**src/rtl/shift_seq_pkg.sv**
```systemverilog
// rtl/shift_seq_pkg.sv - shared state encoding and default sizes for the shift sequencer
package shift_seq_pkg;

  localparam int DEFAULT_WIDTH = 8;
  localparam int DEFAULT_CNT_W = 4;

  typedef enum logic [1:0] {
    IDLE  = 2'b00,
    LOAD  = 2'b01,
    SHIFT = 2'b10,
    DONE  = 2'b11
  } state_e;

endpackage

```
**src/rtl/shift_reg_datapath.sv**
```systemverilog
// rtl/shift_reg_datapath.sv - right-shift register of per-bit load/shift mux cells
module shift_reg_datapath #(
  parameter int WIDTH = 8
) (
  input  logic             clk,
  input  logic             reset_n,
  input  logic             load_n,
  input  logic             shift,
  input  logic             fill,
  input  logic [WIDTH-1:0] load_val,
  output logic [WIDTH-1:0] q,
  output logic             shift_out
);

  logic [WIDTH-1:0] q_q;
  logic [WIDTH-1:0] q_d;
  logic             so_q;
  logic             so_d;

  // Each cell: load has priority over shift; with neither, the cell recirculates.
  for (genvar i = 0; i < WIDTH; i++) begin : g_cell
    logic upper;
    if (i == WIDTH - 1) begin : g_msb
      assign upper = fill;
    end else begin : g_mid
      assign upper = q_q[i+1];
    end
    assign q_d[i] = !load_n ? load_val[i] : (shift ? upper : q_q[i]);
  end

  assign so_d = !load_n ? 1'b0 : (shift ? q_q[0] : so_q);

  always_ff @(posedge clk or negedge reset_n) begin
    if (!reset_n) begin
      q_q  <= '0;
      so_q <= 1'b0;
    end else begin
      q_q  <= q_d;
      so_q <= so_d;
    end
  end

  assign q         = q_q;
  assign shift_out = so_q;

endmodule

```
**src/rtl/shift_sequencer.sv**
```systemverilog
// rtl/shift_sequencer.sv - LOAD-then-SHIFT sequencer driving one shift_reg_datapath
module shift_sequencer
  import shift_seq_pkg::*;
#(
  parameter int WIDTH = DEFAULT_WIDTH,
  parameter int CNT_W = DEFAULT_CNT_W
) (
  input  logic             clk,
  input  logic             reset_n,
  input  logic             start,
  input  logic [WIDTH-1:0] load_val,
  input  logic [CNT_W-1:0] num_shifts,
  input  logic             asr,
  input  logic             abort,
  output logic             busy,
  output logic             done,
  output logic [WIDTH-1:0] q,
  output logic             serial_out
);

  localparam logic [CNT_W-1:0] MAX_CNT = CNT_W'(WIDTH);

  state_e           state_q, state_d;
  logic [CNT_W-1:0] cnt_q, cnt_d;
  logic [WIDTH-1:0] val_q, val_d;
  logic             asr_q, asr_d;
  logic             dp_load_n;
  logic             dp_shift;
  logic             dp_fill;

  always_ff @(posedge clk or negedge reset_n) begin
    if (!reset_n) begin
      state_q <= IDLE;
      cnt_q   <= '0;
      val_q   <= '0;
      asr_q   <= 1'b0;
    end else begin
      state_q <= state_d;
      cnt_q   <= cnt_d;
      val_q   <= val_d;
      asr_q   <= asr_d;
    end
  end

  // Datapath controls are gated by abort so a cancelled cycle leaves q untouched.
  always_comb begin
    state_d   = state_q;
    cnt_d     = cnt_q;
    val_d     = val_q;
    asr_d     = asr_q;
    dp_load_n = 1'b1;
    dp_shift  = 1'b0;
    case (state_q)
      IDLE: begin
        if (start) begin
          val_d   = load_val;
          asr_d   = asr;
          cnt_d   = (num_shifts > MAX_CNT) ? MAX_CNT : num_shifts;
          state_d = LOAD;
        end
      end
      LOAD: begin
        if (abort) begin
          state_d = IDLE;
        end else begin
          dp_load_n = 1'b0;
          state_d   = (cnt_q == '0) ? DONE : SHIFT;
        end
      end
      SHIFT: begin
        if (abort) begin
          state_d = IDLE;
        end else begin
          dp_shift = 1'b1;
          cnt_d    = cnt_q - CNT_W'(1);
          if (cnt_q == CNT_W'(1)) begin
            state_d = DONE;
          end
        end
      end
      DONE:    state_d = IDLE;
      default: state_d = IDLE;
    endcase
  end

  assign dp_fill = asr_q & q[WIDTH-1];
  assign busy    = (state_q == LOAD) || (state_q == SHIFT);
  assign done    = (state_q == DONE);

  shift_reg_datapath #(
    .WIDTH(WIDTH)
  ) u_datapath (
    .clk      (clk),
    .reset_n  (reset_n),
    .load_n   (dp_load_n),
    .shift    (dp_shift),
    .fill     (dp_fill),
    .load_val (val_q),
    .q        (q),
    .shift_out(serial_out)
  );

endmodule

```
**config.mk**
```make
export PLATFORM = sky130hd
export DESIGN_NAME = shift_sequencer
export DESIGN_NICKNAME = d
export VERILOG_FILES = /design/src/rtl/shift_seq_pkg.sv /design/src/rtl/shift_reg_datapath.sv /design/src/rtl/shift_sequencer.sv
export SDC_FILE = /design/constraint.sdc
export NUM_CORES = 1
export LEC_CHECK = 0
export CORE_MARGIN = 4
export CORE_UTILIZATION = 45
export CTS_CLUSTER_DIAMETER = 80
export DETAILED_ROUTE_END_ITERATION = 6
export GPL_ROUTABILITY_DRIVEN = 0
export PLACE_DENSITY_LB_ADDON = 0.08
export SETUP_SLACK_MARGIN = 0.2
export SLEW_MARGIN = 15
export SYNTH_ARGS = -nofsm -noshare
export SYNTH_HDL_FRONTEND = slang
export SYNTH_SLANG_ARGS = --single-unit
```
**constraint.sdc**
```tcl
create_clock -name clk -period 2.9 [get_ports clk]
set_clock_uncertainty 0.2 [all_clocks]
set_input_delay 0.58 -clock clk [delete_from_list [all_inputs] [get_ports clk]]
set_output_delay 0.58 -clock clk [all_outputs]
set_load 0.03 [all_outputs]
```
# Word-level counts from Yosys, hierarchy flattened
# Cells that the tools add are included.
dict set report word_totals {
  register_bits 24
  latch_bits 0
  ramBits 0
  romBits 0
  wordCells 56
  memories 0
}
dict set report op_classes {
  add_sub_neg 1
  multipliers 0
  n_div 0
  n_lt_le_gt_ge 1
  eq_ne 8
  shifts 0
  muxes 32
  bitwise_logic 1
  reduce_logical 7
}
# operator count
set op_table {}
lappend op_table {{two-way mux 1 bit} 23}
lappend op_table {{two-way mux 4 bit} 3}
lappend op_table {{two-way mux 2 bit} 4}
lappend op_table {{one-hot mux 2 bit (4 select lines)} 1}
lappend op_table {{one-hot mux 4 bit (2 select lines)} 1}
lappend op_table {{inequality test 2 bit, second input constant} 3}
lappend op_table {{== test 2 bit, second input constant} 2}
lappend op_table {{== test 4 x 1 -> 1 bit, second input constant} 1}
lappend op_table {{> comparator 4 bit, second input constant} 1}
lappend op_table {{logical NOT 4 bit} 1}
lappend op_table {{AND reduction 2 bit} 2}
lappend op_table {{subtractor 4 x 1 -> 4 bit, second input constant} 1}
lappend op_table {{inequality test 3 bit, second input constant} 1}
lappend op_table {{AND reduction 3 bit} 1}
lappend op_table {{== test 2 x 1 -> 1 bit, second input constant} 1}
lappend op_table {{logical NOT 2 bit} 1}
lappend op_table {{nonzero test 2 bit} 1}
lappend op_table {{AND 1 bit} 1}
lappend op_table {{logical OR 1 bit} 1}

# Longest topological paths before layout
# Gate-level depths: netlist of run 1.
dict set report depth {
  word_depth 4
  mapped_depth 6
}

# Hierarchy
# A second synthesis of run 1 with hierarchy kept.
dict set report hier_totals {
  hier_cells 110
  hier_area_um2 1271.2
}
# module n_inst cells_each area_each_um2
set by_module_without_submodules {}
lappend by_module_without_submodules {shift_sequencer 1 72 849.6}
lappend by_module_without_submodules {shift_reg_datapath 1 38 421.7}

# Least setup slack after synthesis of run 1
# No wires, ideal clock.
dict set report synth_path {
  path_kind {register to register}
  start {register state_q[0]}
  end {register cnt_q[0]}
  arrival_time_ns 1.397
  t_required_ns 2.575
  slack_ns 1.178
  stages_incl_launch_ff 6
  n_path_buf 0
  cell_sequence {dfrtp_1 inv_1 ha_1 nand2b_2 a21oi_4 mux2_4}
}
dict set report synth_between {
  elab_chain_len 3
  elab_cells_between_ends 7
  cone_classes {eq/ne (3); mux (1); reduce/logical (3)}
}
# element line_no
set synth_lines {}
lappend synth_lines {{start, declared} shift_sequencer.sv:23} ;# state_e state_q, state_d;
lappend synth_lines {{start signal, assigned} shift_sequencer.sv:38} ;# state_q <= state_d;
lappend synth_lines {{== test 2 bit / logical NOT 2 bit (equally long branches)} shift_sequencer.sv:53} ;# case (state_q)
lappend synth_lines {{inequality test 2 bit (no line) / nonzero test 2 bit (equally long branches)} --}
lappend synth_lines {{AND reduction 3 bit (no line)} --}
lappend synth_lines {{end signal, assigned} shift_sequencer.sv:39} ;# cnt_q <= cnt_d;
lappend synth_lines {{end, declared} shift_sequencer.sv:24} ;# logic [CNT_W-1:0] cnt_q, cnt_d;
# Parallel ways exist; a longest one is shown, timed or not.
# A chain may end at the register's enable or synchronous reset.

# Final worst setup path of run 1
dict set report layout_path {
  start {register state_q[1]}
  end {output busy}
}
dict set report layout_between {
  elab_chain_len 2
  elab_cells_between_ends 3
  cone_classes {eq/ne (2); reduce/logical (1)}
}
# element line_no
set layout_lines {}
lappend layout_lines {{== test 2 x 1 -> 1 bit / == test 2 bit (equally long branches)} shift_sequencer.sv:87} ;# assign busy = (state_q == LOAD) || (state_q == SHIFT);
lappend layout_lines {{logical OR 1 bit *} shift_sequencer.sv:87}
lappend layout_lines {{end, declared} shift_sequencer.sv:15} ;# output logic busy,
# Mark *: on every way between the ends. The rest lies on a longest branch, timed or not.

==> run summary, run 1 <==
TritonRoute pass-1 iters: 4
FFs w/ async S/R, synth: 100%
CTS Buf Count: 3
Critical R2R Capture: cnt_q[0]
critical path cell sequence: inv_1 > ha_1 > clkdlybuf4s50_1
# resized after CTS: 0
worst stage delay on the critical path: 660 ps
multi-input logic area: 617 µm²
fmax: 397 MHz
largest net degree at the start of global routing: 25
total number of vias: 932
Sink Count: 24
Post-synth EDFFs: 0
IO Count: 28
Seq. cell area: 601 µm²
global-route wire length before repair: 4.15 mm
Hold Crit Endpoint: u_datapath.shift_out
fin cells: 172
core area: 2730 µm²
Clk pin slew, worst setup/hold paths: 130 ps
Die Width: 61.1 µm
Worst Reg-to-Reg Cells: 5
Yosys warning count: 0
Leak: 0.000684 µW
I/O Buffers: 27
hold depth: 1
CTS tree: done
number of antenna violations at the first check in global routing: 0
Core Rows: 19
final number of setup-violating endpoints: 0
commonest non-fill, non-tap cell in the layout: clkdlybuf4s50_1
Pwr Density: 1100 nW/µm²
unrepaired setup endpoints after global routing: no
FF+latch count, synth: 24
CTS max path bufs: 2
post-DP HPWL: 1.84 mm
vias in the first global route: 930
Vias/cell: 5.42
syn nets: 137
WL per Instance: 14.2 µm
postcts setup bufs: 0
CTS root buf: clkbuf_4
Setup crit end kind: primary output
Area Growth Syn to Fin: 27.0%
Fin. Hold Viols: 0
GR Util All Layers: 15.1%
sequential element share of the synthesized area: 47.3%
Final nets: 166
worst reg2reg setup slack: 740 ps
commonest non-fill, non-tap cells in the layout: clkdlybuf4s50_1, dfrtp_1, nand2_1, mux2_2
CP required: 2120 ps
layout cell share with drive strength beyond 1: 16.3%
clock latency on the worst-skew pair: 310 ps
slew margin rel.: 62.6%
fillcell total: 242
1st-iter DRT viols: 39
WL final: 2.44 mm
# H-tree levels: 1
Slew @ Worst Pin: 561 ps
Hold Path Origin: u_datapath.shift_out
worst vdd ir: 0.000680 V
Die H: 61.1 µm
Primary FF master, synth: dfrtp_1
Hold/Removal Path Class: reg2reg
# diodes: 0
Post-Syn Area: 1270 µm²
Congestion Overflow GR: 0
Placed Cells: 168
starting density of the core: 46.5%
Synth cell types: 37
r2r startpoint: state_q[0]
crit-path max FO: 4
max-slew violations: 0
Critical Path AT: 1740 ps
Setup CP Type: reg2out
Buf+Inv Stages, Crit Path: 2
final period utilization: 86.8%
Avg Cell Area, Syn: 11.2 µm²
Post-Syn Instances: 113
Crit-path slowest cell: clkdlybuf4s50_1
Post-DRT Antenna Nets: 0
status: finished, final reports clean
Post-Route Setup TNS: 0 ps
Die Area: 3740 µm²
CTS Hold Buffers Added: 0
Max-Cap Viols: 0
CP top delay family: buffers and inverters
CP startpoint kind: flip-flop
DR DRC count: 0
minimum clock period: 2520 ps
[area by class of cell]
type | instances | share of cell area [%]
clock buffers | 3 | 1.40
multi-input cells | 78 | 38.2
inverters | 7 | 1.63
flip-flops and latches | 24 | 37.2
well taps | 31 | 2.40
repair buffers | 28 | 17.2
clock inverters | 1 | 1.86
[how the worst max path moves through the flow]
stage	end	from	slack, ps	cells past startpoint
CTS	busy	state_q[1]	370	3
detailed placement	cnt_q[0]	abort	530	4
finish	busy	state_q[1]	380	3
global placement	cnt_q[0]	abort	570	4
floorplan	cnt_q[0]	state_q[0]	1180	5
global route	busy	state_q[1]	290	3
[registers in the layout, summed over array words and instances, names as in the netlist]
register,count
u_datapath.q,8
state_q,2
val_q,8
u_datapath.shift_out,1
cnt_q,4
asr_q,1
[cells by family (layout without fill, tap and decap cells)]
family                     Yosys count  count (layout)  synth area share, %
buffers and inverters               11              39                 4.14
adders and majority gates            7               7                 6.90
and+or+nand+nor                     29              29                 13.2
muxes                               11              11                 9.95
DFF                                 24              24                 47.3
AOI/OAI and AO/OA                   31              31                 18.5
[where the power goes]
group	switching (µW)	internal, µW
registers	115	494
logic	485	432
clock network	101	140
total	701	1070
[worst reg2reg max path: stages (launching register included)]
cell and delay (ps):
dfrtp_1 420, inv_1 110, ha_1 520, nand2b_1 240, a21oi_4 250, mux2_4 320
[cells in the mapped netlist (2+ instances only)]
cell type	n	area [µm²]
dfrtp_1	24	601
mux2_2	9	101
nand2_1	9	33.8
a22oi_1	7	52.6
ha_1	7	87.6
inv_1	7	26.3
o21ai_0	7	35.0
nor2b_1	4	25.0
a21oi_1	3	15.0
a22o_1	3	26.3
nand2b_1	3	18.8
nor2_1	3	11.3
buf_2	2	10.0
nor3b_1	2	15.0
[metrics by stage]
step / hold WS, ps / util, % / power (µW) / instance area [µm²] / setup slack, ps
2_1_floorplan: 84.4 / - / 1270 / 1270 / 1180
5_1_grt: 347 / 59.0 / 1910 / 1610 / 290
3_5_place_dp: 289 / 57.1 / 1540 / 1560 / 533
6_report: 318 / 59.0 / 1770 / 1610 / 384
4_1_cts: 325 / 59.0 / 1780 / 1610 / 369
3_3_place_gp: 278 / 57.1 / 1520 / 1560 / 570
[metal layers]
layer | routed length [µm] | part of all wire [%] | track usage (%)
met1 | 1150 | 47 | 21.4
met2 | 1180 | 48 | 23.7
met3 | 94 | 3.9 | 1.89
met4 | 23 | 0.94 | 5.57
met5 | 0 | 0 | 0
(Power assumes the default switching activity.)
==> run 2, diff against run 1 <==
--- a/config.mk
+++ b/config.mk
@@ -16,3 +16,4 @@
 export SYNTH_ARGS = -nofsm -noshare
 export SYNTH_HDL_FRONTEND = slang
 export SYNTH_SLANG_ARGS = --single-unit
+export TNS_END_PERCENT = 5
==> results of run 2 <==
Same layout as run 1: the final DEF is identical, and so are final timing and power.
